<file path="src/rtl/sm_result_unpack.sv">
// sm_result_unpack: converts 36-bit sign-magnitude result words to two's
// complement, flags full-scale (saturated) magnitudes, and buffers the
// converted words in a DEPTH-entry FIFO with valid/ready handshakes on both
// sides. A 16-bit sticky counter tallies saturated words accepted.
module sm_result_unpack #(
  parameter int DEPTH = 4
) (
  input  logic        clk,
  input  logic        rst_b,
  input  logic        in_valid,
  output logic        in_ready,
  input  logic [35:0] data_in,
  output logic        out_valid,
  input  logic        out_ready,
  output logic [35:0] data_out,
  output logic        sat_out,
  input  logic        clr_cnt,
  output logic [15:0] sat_cnt
);

  localparam int AW = (DEPTH > 1) ? $clog2(DEPTH) : 1;
  localparam logic [AW:0] FULL_CNT = (AW + 1)'(DEPTH);

  typedef struct packed {
    logic               sat;
    logic signed [35:0] val;
  } entry_t;

  entry_t         mem_q [DEPTH];
  logic [AW-1:0]  wptr_q, wptr_d;
  logic [AW-1:0]  rptr_q, rptr_d;
  logic [AW:0]    cnt_q, cnt_d;
  logic           rdy_en_q, rdy_en_d;
  logic [15:0]    sat_cnt_q, sat_cnt_d;

  logic           push, pop;
  entry_t         wr_entry;
  entry_t         head;

  // Sign-magnitude to two's complement; negative zero folds to zero because
  // negating an all-zero value yields zero.
  function automatic logic signed [35:0] sm_to_tc(input logic [35:0] w);
    logic signed [35:0] m;
    m = signed'({1'b0, w[34:0]});
    return w[35] ? -m : m;
  endfunction

  // A word is saturated when its magnitude is full scale, whatever its sign.
  function automatic logic is_sat(input logic [35:0] w);
    return &w[34:0];
  endfunction

  // Saturating increment for the 16-bit event counter.
  function automatic logic [15:0] sat_inc16(input logic [15:0] c);
    return (&c) ? c : c + 16'd1;
  endfunction

  assign wr_entry.sat = is_sat(data_in);
  assign wr_entry.val = sm_to_tc(data_in);
  assign head         = mem_q[rptr_q];

  assign out_valid = (cnt_q != '0);
  assign pop       = out_valid & out_ready;
  // Full FIFO may still take a word when the head leaves in the same cycle.
  assign in_ready  = rdy_en_q & ((cnt_q != FULL_CNT) | pop);
  assign push      = in_valid & in_ready;

  // Outputs are gated to zero when empty so reset and idle show clean zeros.
  assign data_out = out_valid ? head.val : '0;
  assign sat_out  = out_valid & head.sat;
  assign sat_cnt  = sat_cnt_q;

  // Next-state for pointers, occupancy, input enable and saturation counter.
  always_comb begin
    wptr_d    = wptr_q;
    rptr_d    = rptr_q;
    cnt_d     = cnt_q;
    rdy_en_d  = 1'b1;
    sat_cnt_d = sat_cnt_q;
    if (push) wptr_d = wptr_q + 1'b1;
    if (pop)  rptr_d = rptr_q + 1'b1;
    if (push && !pop)      cnt_d = cnt_q + 1'b1;
    else if (!push && pop) cnt_d = cnt_q - 1'b1;
    if (clr_cnt)                    sat_cnt_d = '0;
    else if (push && wr_entry.sat)  sat_cnt_d = sat_inc16(sat_cnt_q);
  end

  // Control state: async reset empties the FIFO and clears the counter.
  always_ff @(posedge clk or negedge rst_b) begin
    if (!rst_b) begin
      wptr_q    <= '0;
      rptr_q    <= '0;
      cnt_q     <= '0;
      rdy_en_q  <= 1'b0;
      sat_cnt_q <= '0;
    end else begin
      wptr_q    <= wptr_d;
      rptr_q    <= rptr_d;
      cnt_q     <= cnt_d;
      rdy_en_q  <= rdy_en_d;
      sat_cnt_q <= sat_cnt_d;
    end
  end

  // FIFO storage: converted value and saturation flag written as one entry.
  always_ff @(posedge clk) begin
    if (push) mem_q[wptr_q] <= wr_entry;
  end

endmodule

</file>
<file path="config.mk">
export PLATFORM = sky130hd
export DESIGN_NAME = sm_result_unpack
export DESIGN_NICKNAME = d
export VERILOG_FILES = /design/src/rtl/sm_result_unpack.sv
export SDC_FILE = /design/constraint.sdc
export NUM_CORES = 1
export LEC_CHECK = 0
export CAP_MARGIN = 20
export CORE_MARGIN = 2
export CORE_UTILIZATION = 50
export DETAILED_ROUTE_END_ITERATION = 10
export GPL_TIMING_DRIVEN = 0
export PLACE_DENSITY = 0.76
export SETUP_SLACK_MARGIN = 0.02
export SLEW_MARGIN = 20
export SYNTH_ARGS = -nofsm -noshare
export SYNTH_HDL_FRONTEND = slang
export SYNTH_SLANG_ARGS = --single-unit
</file>
<file path="constraint.sdc">
create_clock -name clk -period 2.3 [get_ports clk]
set_clock_uncertainty 0.05 [all_clocks]
set_input_delay 0.345 -clock clk [delete_from_list [all_inputs] [get_ports clk]]
set_output_delay 0.345 -clock clk [all_outputs]
set_load 0.05 [all_outputs]
</file>
### After elaboration in Yosys (flattened, before gate mapping)

Memories as Yosys holds them, arrays and structs flattened.
Index checks and enable logic that the tools add are counted.

* register bits after elaboration: 24
* latch bits: 0
* RAM bits: 148
* ROM bits: 0
* input port bits: 41
* output and inout port bits: 55
* memories: 1

Memory list
* mem_q: words 4, bits a word 37, rd ports 1, clocked after memory_dff 0, write ports 1, line 29 `entry_t mem_q [DEPTH];`

* add/sub/neg operators: 6
* $mul: 0
* div/mod/pow operators: 0
* magnitude comparators: 0
* eq/ne operators: 2
* shifts and indexed selects: 0
* muxes and demuxes: 9
* bitwise logic cells: 5
* reductions and logical operators: 11

Operators by type and width (count)
* $mux 36: 2
* $mux 16: 3
* $neg 35->36: 1
* $reduce_and 35->1: 1
* $add 16x1->16 const B: 1
* $reduce_and 16->1: 1
* $mux 3: 2
* $add 2x1->2 const B: 2
* $and 1x1->1: 4
* $reduce_bool 2->1: 2
* $add 3x1->3 const B: 1
* $logic_and 1x1->1: 3
* $ne 3x3->1 const B: 1
* $reduce_bool 3->1: 1
* $sub 3x1->3 const B: 1
* $logic_not 1->1: 2
* $mux 1: 2
* $ne 2x2->1 const B: 1
* $reduce_and 2->1: 1
* $or 1x1->1: 1

### Depth between registers and ports, before layout

Gate-level depths: netlist of run 1.

* word-level depth: 9
* gate-level depth with buffers: 9

### Worst setup path before layout of run 1

No wires, ideal clock.

* path kind: register to register
* start point: reg sat_cnt_q[0] (netlist: sat_cnt[0])
* end point: reg sat_cnt_q[1] (netlist: sat_cnt[1])
* library setup time: 0.132 ns
* arrival time: 2.297 ns
* required time: 2.118 ns
* setup slack: -0.179 ns
* cell stages (with the launch flop): 9
* buffers on the path: 2
* path through: dfrtp_1 > ha_1 > nand4_1 > or4_1 > nand4_1 > clkbuf_1 > buf_2 > mux2i_1 > nor2_1

* longest elaborated chain between the ends: 4
* elaborated cells on any way between the ends: 7

RTL lines
* start, declared: line 34 `logic [15:0] sat_cnt_q, sat_cnt_d;`
* start signal, assigned: line 101 `sat_cnt_q <= sat_cnt_d;`
* $add 16x1->16: line 55 `return (&c) ? c : c + 16'd1;`
* $mux 16: line 55
* $mux 16: line 85 `else if (push && wr_entry.sat) sat_cnt_d = sat_inc16(sat_cnt_q);`
* $mux 16: line 84 `if (clr_cnt) sat_cnt_d = '0;`

Parallel ways exist; a longest one is shown, timed or not. The select of a mux whose other input is x is not followed.
A chain may end at the register's enable or synchronous reset.

### Final worst setup path of run 1

* start point: reg rptr_q[0]
* end point: out data_out[23]

* longest elaborated chain between the ends: 2

RTL lines
* start, declared: line 31 `logic [AW-1:0] rptr_q, rptr_d;`
* start signal, assigned: line 98 `rptr_q <= rptr_d;`
* $mem_v2 4x37
* $mux 36: line 69 `assign data_out = out_valid ? head.val : '0;`
* end, declared: line 15 `output logic [35:0] data_out,`

No other way between the ends.

==> results.tsv, run 1 <==
stage	metric	value	unit
cells_and_area	P&R area growth vs syn	32.9	%
synth	Yosys top cell area share	57.1	%
grt	largest net degree at the start of global routing	25	
route	First-pass DRT Iterations	5	
cells_and_area	most frequent cells in the layout	edfxtp_1, mux4_2, xnor2_1, and2_4, buf_6	
cells_and_area	proportion of layout cells with a drive suffix above 1	36.4	%
route	final WL	18600	µm
synth	synth top area cells	edfxtp_1, mux4_2, dfrtp_1	
critical_path	critical path data required time	1.90	ns
placement	HPWL after detailed placement	11700	µm
route	Antenna Violating Nets Remaining	0	
cells_and_area	post-layout instance area	10300	µm²
sta	Worst-Margin Slew	1.00	ns
critical_path	CP dominant cell by count	buf_6	
sta	setup TNS	-2.70	ns
route	vias per inst	5.98	
synth	Avg Cell Area, Syn	15.5	µm²
floorplan	row count	45	
sta	Tmin final	2.45	ns
status	status	finished, violations left	
critical_path	Critical Path Sink Type	output pin	
synth	Synth area leader	edfxtp_1	
synth	main combinational cell family by area after synthesis	simple AND/OR/NAND/NOR gates	
synth	post-synthesis cell type count	40	
route	Iteration-0 DRC Markers	458	
power_and_ir_drop	VDD IR max	0.641	mV
sta	crit share post-route	107	%
critical_path	crit path cell chain	buf_6 -> buf_16 -> buf_4 -> mux4_2 -> and2_4 -> buf_6	
placement	routability cong.	0.927	
clock_tree	CTS tree	yes	
critical_path	CP delay by family, top	buffers and inverters	
critical_path	CP max FO	4	
sta	final hold slack	0.263	ns
synth	Seq cells post-synth	172	
placement	pre-CTS setup slack	-0.872	ns
power_and_ir_drop	Tot Pwr	12.7	mW
placement	placed insts	787	
synth	YS warnings	0	
floorplan	Initial Utilization	51.2	%
sta	Final WS setup	-0.152	ns
cells_and_area	Post-Layout Cell Count	845	
hold_path	HP Class	primary input to register	
floorplan	die area	16600	µm²
job	max cap viols	0	
route	routed via count	5057	
synth	synthesized instance count	502	
synth	Post-Synth Simple-Gate Area	12.1	%
synth	compound-gate portion of the synthesized area	4.48	%
synth	Post-Synth XOR/XNOR Area	4.50	%
sta	f_max	408	MHz
critical_path	Crit Path Class	register to output pin	
critical_path	CP max-delay cell	mux4_2	
floorplan	boundary pin count	96	
critical_path	startpoint types	register	
cells_and_area	Net count, final	694	
clock_tree	CTS sink count	172	
synth	EDFF count, synth	148	
sta	Worst slew margin	33.2	%
clock_tree	TritonCTS Buffers	17	
clock_tree	Clock Tree Root	clkbuf_16	
floorplan	Die W	129	µm
clock_tree	Max Buffers Root-to-Sink	2	
grt	total gr overflow	0	
floorplan	Core Region	15200	µm²
floorplan	Die H	129	µm
sta	unrepaired setup endpoints after global routing	true	
grt	wire length of the first global-routing pass	28000	µm
critical_path	CP bufs+invs	4	
sta	Final Max Slew Viols	0	
grt	Overall Global Routing Usage	23.1	%
synth	Synth Flop Type	edfxtp_1	
route	routed len/inst	22.0	µm
cells_and_area	multi-input combinational cell area	3000	µm²
sta	Final Setup Violations	36	
status	failing checks	setup timing	
grt	initial antenna violation count	0	
synth	register area share after synthesis	64.8	%
clock_tree	CTS clk-pin slew, worst paths	0.06	ns
sta	Final Hold Fails	0	
synth	mapped cell area	7790	µm²
cells_and_area	Fillers	991	
clock_tree	CTS H-Tree Depth	4	
synth	post-synthesis adder-cell area fraction	1.54	%
clock_tree	clk_lat worst skew	0.43	ns
grt	number of global-route vias before repair	5062	
critical_path	data arrival time of the worst path	2.06	ns
placement	placed inst area	9060	µm²
synth	mux contribution to synthesized area	11.1	%
synth	Synth async-reset ratio	14.0	%
synth	Net Count, Synth	552	
cells_and_area	most common cell after layout, fill and taps aside	edfxtp_1	
route	drt drc	0	
critical_path	CP max stage delay	0.49	ns
placement	IO Port Bufs	93	
cells_and_area	post-layout util	68.1	%
cells_and_area	ANT cells	0	
cells_and_area	Reg area	5050	µm²
power_and_ir_drop	leakage	3.68	nW
power_and_ir_drop	PD cells	1230	nW/µm²
==> worst register-to-register path, stage by stage, from the launching register on <==
cell	delay [ns]
dfrtp_1	0.41
or3_4	0.48
buf_8	0.17
nand2_4	0.08
ha_4	0.13
inv_1	0.05
fa_2	0.34
xor2_1	0.15
nor2_1	0.14
xor2_1	0.15
==> cell families after synthesis <==
logic type / count (synthesis)
xor+xnor: 40
other cells: 1
simple gates: 158
mux: 40
fa+ha+maj: 9
buf+inv: 28
compound gates: 54
flops: 172
==> synth_stat cells, types with 2 or more instances <==
| library cell | number |
|---|---|
| or4_1 | 9 |
| nor2_1 | 9 |
| inv_1 | 6 |
| or3_1 | 16 |
| nand3_1 | 14 |
| xnor2_1 | 37 |
| o41ai_2 | 4 |
| buf_2 | 5 |
| or2_1 | 2 |
| clkbuf_1 | 15 |
| edfxtp_1 | 148 |
| nor4_1 | 3 |
| dfrtp_1 | 24 |
| mux2_2 | 2 |
| mux4_2 | 37 |
| nand2_1 | 23 |
| nand4_1 | 19 |
| xor2_1 | 3 |
| or3_4 | 2 |
| and3_1 | 4 |
| nor2b_1 | 3 |
| o31ai_1 | 9 |
| nor3_1 | 5 |
| ha_1 | 8 |
| a21oi_1 | 12 |
| and2_1 | 41 |
| nand2b_1 | 2 |
| buf_1 | 2 |
| nor4_2 | 2 |
| o21ai_0 | 26 |
==> final cells by class <==
class,instances,share of cell area [%]
Sequential cell,172,48.8
Multi-Input combinational cell,302,29.0
Timing Repair Buffer,123,12.1
Clock buffer,17,4.11
Tap cell,188,2.27
Buffer,22,2.06
Clock inverter,15,1.46
Inverter,6,0.218
==> metal layers <==
layer | global-route usage, % | vias up | share of wire [%]
li1 | - | 2244 | -
met2 | 39.2 | 206 | 51
met4 | 8.06 | 0 | 2.2
met1 | 29.4 | 2573 | 40
met5 | 0 | - | 0
met3 | 5.45 | 34 | 7.4
==> registers in the layout, indices dropped and copies added (netlist names) <==
name,count
sat_cnt,16
rdy_en_q,1
cnt_q,3
mem_q,148
wptr_q,2
rptr_q,2
==> power by group <==
part / switching [mW] / internal, mW
Clock: 1.19 / 1.59
Sequential: 0.125 / 3.80
Combinational: 3.33 / 2.69
Total: 4.65 / 8.07
==> path summary, 6_finish.rpt <==
check | slack (ns) | to | depth (start not counted) | startpoint
max | -0.15 | data_out[23] | 6 | rptr_q[0]
min | 0.26 | sat_cnt[6] | 2 | clr_cnt
max reg2reg | 0.08 | cnt_q[2] | 9 | cnt_q[2]
min reg2reg | 0.53 | sat_cnt[13] | 2 | sat_cnt[13]
max in group asynchronous | 1.41 | sat_cnt[1] | 2 | rst_b
min in group asynchronous | 0.38 | sat_cnt[9] | 2 | rst_b
==> timing repair <==
action,in CTS,in global routing
hold endpoints to repair,0,24
resized for setup,381,40
pin swaps,15,15
setup buffers,14,10
hold buffers,0,1
setup endpoints to repair,215,116
gates cloned,2,0
(Power assumes the default switching activity.)
==> run 2, diff against run 1 <==
Settings changed: CAP_MARGIN 20 to 5.
==> results of run 2 <==
No change in the layout: final DEF, timing and power equal those of run 1.
==> run 3, diff against run 2 <==
Settings changed: GPL_ROUTABILITY_DRIVEN set to 0.
==> run 3 against run 2 <==
The flow still finishes with violations (setup timing). Sequential share of layout area is 0.24 points lower. Wire length rose by 1.9%. Fmax increased by 1.5%. Global-route usage down 0.29 points. Final area grew 0.50%. Die area stayed put. Clock power up 2%. Total power up 1.1%. Worst setup slack better by 0.035 ns. Cell count down 0.47%. Non-clock buffer count shrank 3. Critical endpoint is now data_out[30]. Largest power group unchanged.
==> results.tsv, run 3 (synthesized netlist as in run 1, its figures left out) <==
stage	metric	value	unit	change
status	status	finished, violations left		unchanged
status	failing checks	setup timing		unchanged
grt	wire length of the first global-routing pass	28000	µm	about the same
grt	initial antenna violation count	0		unchanged
job	max cap viols	0		unchanged
grt	total gr overflow	0		unchanged
critical_path	Worst R2R Start	cnt_q[2]		unchanged
critical_path	CP max FO	7		was 4
route	routed len/inst	22.5	µm	was 22.0 µm
sta	Final WS setup	-0.117	ns	was -0.152 ns
clock_tree	clk_lat worst skew	0.42	ns	was 0.43 ns
clock_tree	Clock Tree Root	clkbuf_16		unchanged
floorplan	Die H	129	µm	unchanged
placement	placed insts	787		unchanged
cells_and_area	post-layout instance area	10400	µm²	was 10300 µm²
clock_tree	CTS sink count	172		unchanged
clock_tree	CTS tree	yes		unchanged
critical_path	Setup crit start	rptr_q[0]		unchanged
hold_path	HP Class	primary input to register		unchanged
critical_path	critical path data required time	1.90	ns	about the same
floorplan	Initial Utilization	51.2	%	unchanged
route	drt drc	0		unchanged
cells_and_area	Post-Layout Cell Count	841		was 845
sta	Final Hold Fails	0		unchanged
clock_tree	CTS clk-pin slew, worst paths	0.07	ns	was 0.06 ns
sta	Worst slew margin	29.3	%	was 33.2%
cells_and_area	Net count, final	691		was 694
clock_tree	TritonCTS Buffers	17		unchanged
power_and_ir_drop	VDD IR max	0.551	mV	was 0.641 mV
sta	Tmin final	2.42	ns	was 2.45 ns
hold_path	hold path start	data_in[0]		was clr_cnt
floorplan	Core Region	15200	µm²	unchanged
route	Antenna Violating Nets Remaining	0		unchanged
route	First-pass DRT Iterations	5		unchanged
cells_and_area	Fillers	997		was 991
sta	Worst-Margin Slew	1.06	ns	was 1.00 ns
power_and_ir_drop	leakage	3.72	nW	was 3.68 nW
placement	IO Port Bufs	93		unchanged
sta	Final Max Slew Viols	0		unchanged
floorplan	Die W	129	µm	unchanged
cells_and_area	Reg with most FFs	mem_q		unchanged
placement	placed inst area	9050	µm²	was 9060 µm²
clock_tree	CTS H-Tree Depth	4		unchanged
route	routed via count	5137		was 5057
critical_path	Crit Path Class	register to output pin		unchanged
cells_and_area	ANT cells	0		unchanged
sta	crit share post-route	105	%	was 107%
power_and_ir_drop	PD cells	1240	nW/µm²	was 1230 nW/µm²
cells_and_area	most frequent cells in the layout	edfxtp_1, mux4_2, xnor2_1, and2_4, o21ai_0		was edfxtp_1, mux4_2, xnor2_1, and2_4, buf_6
sta	final hold slack	0.186	ns	was 0.263 ns
sta	unrepaired setup endpoints after global routing	true		unchanged
grt	Overall Global Routing Usage	22.8	%	was 23.1%
cells_and_area	most common cell after layout, fill and taps aside	edfxtp_1		unchanged
critical_path	Critical Path Sink Type	output pin		unchanged
cells_and_area	proportion of layout cells with a drive suffix above 1	35.4	%	was 36.4%
floorplan	die area	16600	µm²	unchanged
clock_tree	Max Buffers Root-to-Sink	2		unchanged
route	vias per inst	6.11		was 5.98
route	final WL	18900	µm	was 18600 µm
sta	Final Setup Violations	37		was 36
floorplan	row count	45		unchanged
sta	f_max	414	MHz	was 408 MHz
placement	HPWL after detailed placement	11700	µm	about the same
grt	largest net degree at the start of global routing	25		unchanged
cells_and_area	Largest register FFs	148		unchanged
grt	number of global-route vias before repair	5139		was 5062
critical_path	data arrival time of the worst path	2.02	ns	was 2.06 ns
floorplan	boundary pin count	96		unchanged
route	Iteration-0 DRC Markers	467		was 458
critical_path	startpoint types	register		unchanged
cells_and_area	P&R area growth vs syn	33.5	%	was 32.9%
run 3: cell count changes in the layout (fill, tap and decap cells not counted), moves of 3 or more:
cell	change
xnor2_2	+3
clkinv_1	+3
dlymetal6s2s_1	+3
clkbuf_1	+3
clkbuf_2	-3
buf_8	+8
clkinvlp_4	-3
xnor2_1	-3
buf_6	-10
run 3: what timing repair did:
item	4_1_cts	5_1_grt
pin swaps	17	28
setup buffers	13	7
resized for setup	372	61
hold endpoints to repair	0	24
endpoints found under the setup margin	144	158
hold buffers	0	1
gates cloned	1	1
run 3: final timing paths:
path	endpoint	slack (ns)	cells after the start
max reg2reg	cnt_q[2]	0	9
max in group asynchronous	sat_cnt[0]	1.42	2
min reg2reg	sat_cnt[13]	0.55	2
min	mem_q[2][0]	0.19	1
min in group asynchronous	sat_cnt[7]	0.38	2
max	data_out[30]	-0.12	5
run 3: report_power, final:
| part | total (mW) | switching, mW | leakage (nW) | internal [mW] |
|---|---|---|---|---|
| sequential | 3.92 | 0.125 | 1.66 | 3.80 |
| combinational | 6.12 | 3.38 | 1.79 | 2.74 |
| clock | 2.83 | 1.14 | 0.276 | 1.69 |
run 3: worst max-delay path, stage by stage (launching register included):
cell     delay, ns
dfrtp_2       0.46
buf_12        0.16
buf_12        0.13
mux4_2        0.53
and2_4        0.18
buf_6         0.14
run 3: layer usage:
layer / routed length [µm] / GRT usage [%]
met5: 0 / 0
met4: 410 / 7.61
met3: 1420 / 5.41
met2: 9740 / 38.4
met1: 7340 / 29.5
run 3: cell type report:
type / count / area, µm² / share of cell area [%]
flip-flops and latches: 172 / 5050 / 48.6
multi-input cells: 302 / 3030 / 29.2
repair buffers: 120 / 1260 / 12.1
clock buffers: 18 / 429 / 4.13
well taps: 188 / 235 / 2.26
plain buffers: 22 / 221 / 2.13
clock inverters: 13 / 151 / 1.46
inverters: 6 / 22.5 / 0.217
run 3: per-stage QoR:
stage               setup slack [ns]  power, mW  TNS, ns  util, %
floorplan                     0.0452       7.37        0        -
global placement               -1.15       8.83  -253.99     58.9
detailed placement            -0.801       8.94  -112.03     59.5
CTS                           -0.162       12.5    -2.25     66.5
global route                  -0.165       13.3    -4.19     68.4
finish                        -0.117       12.9    -2.53     68.4
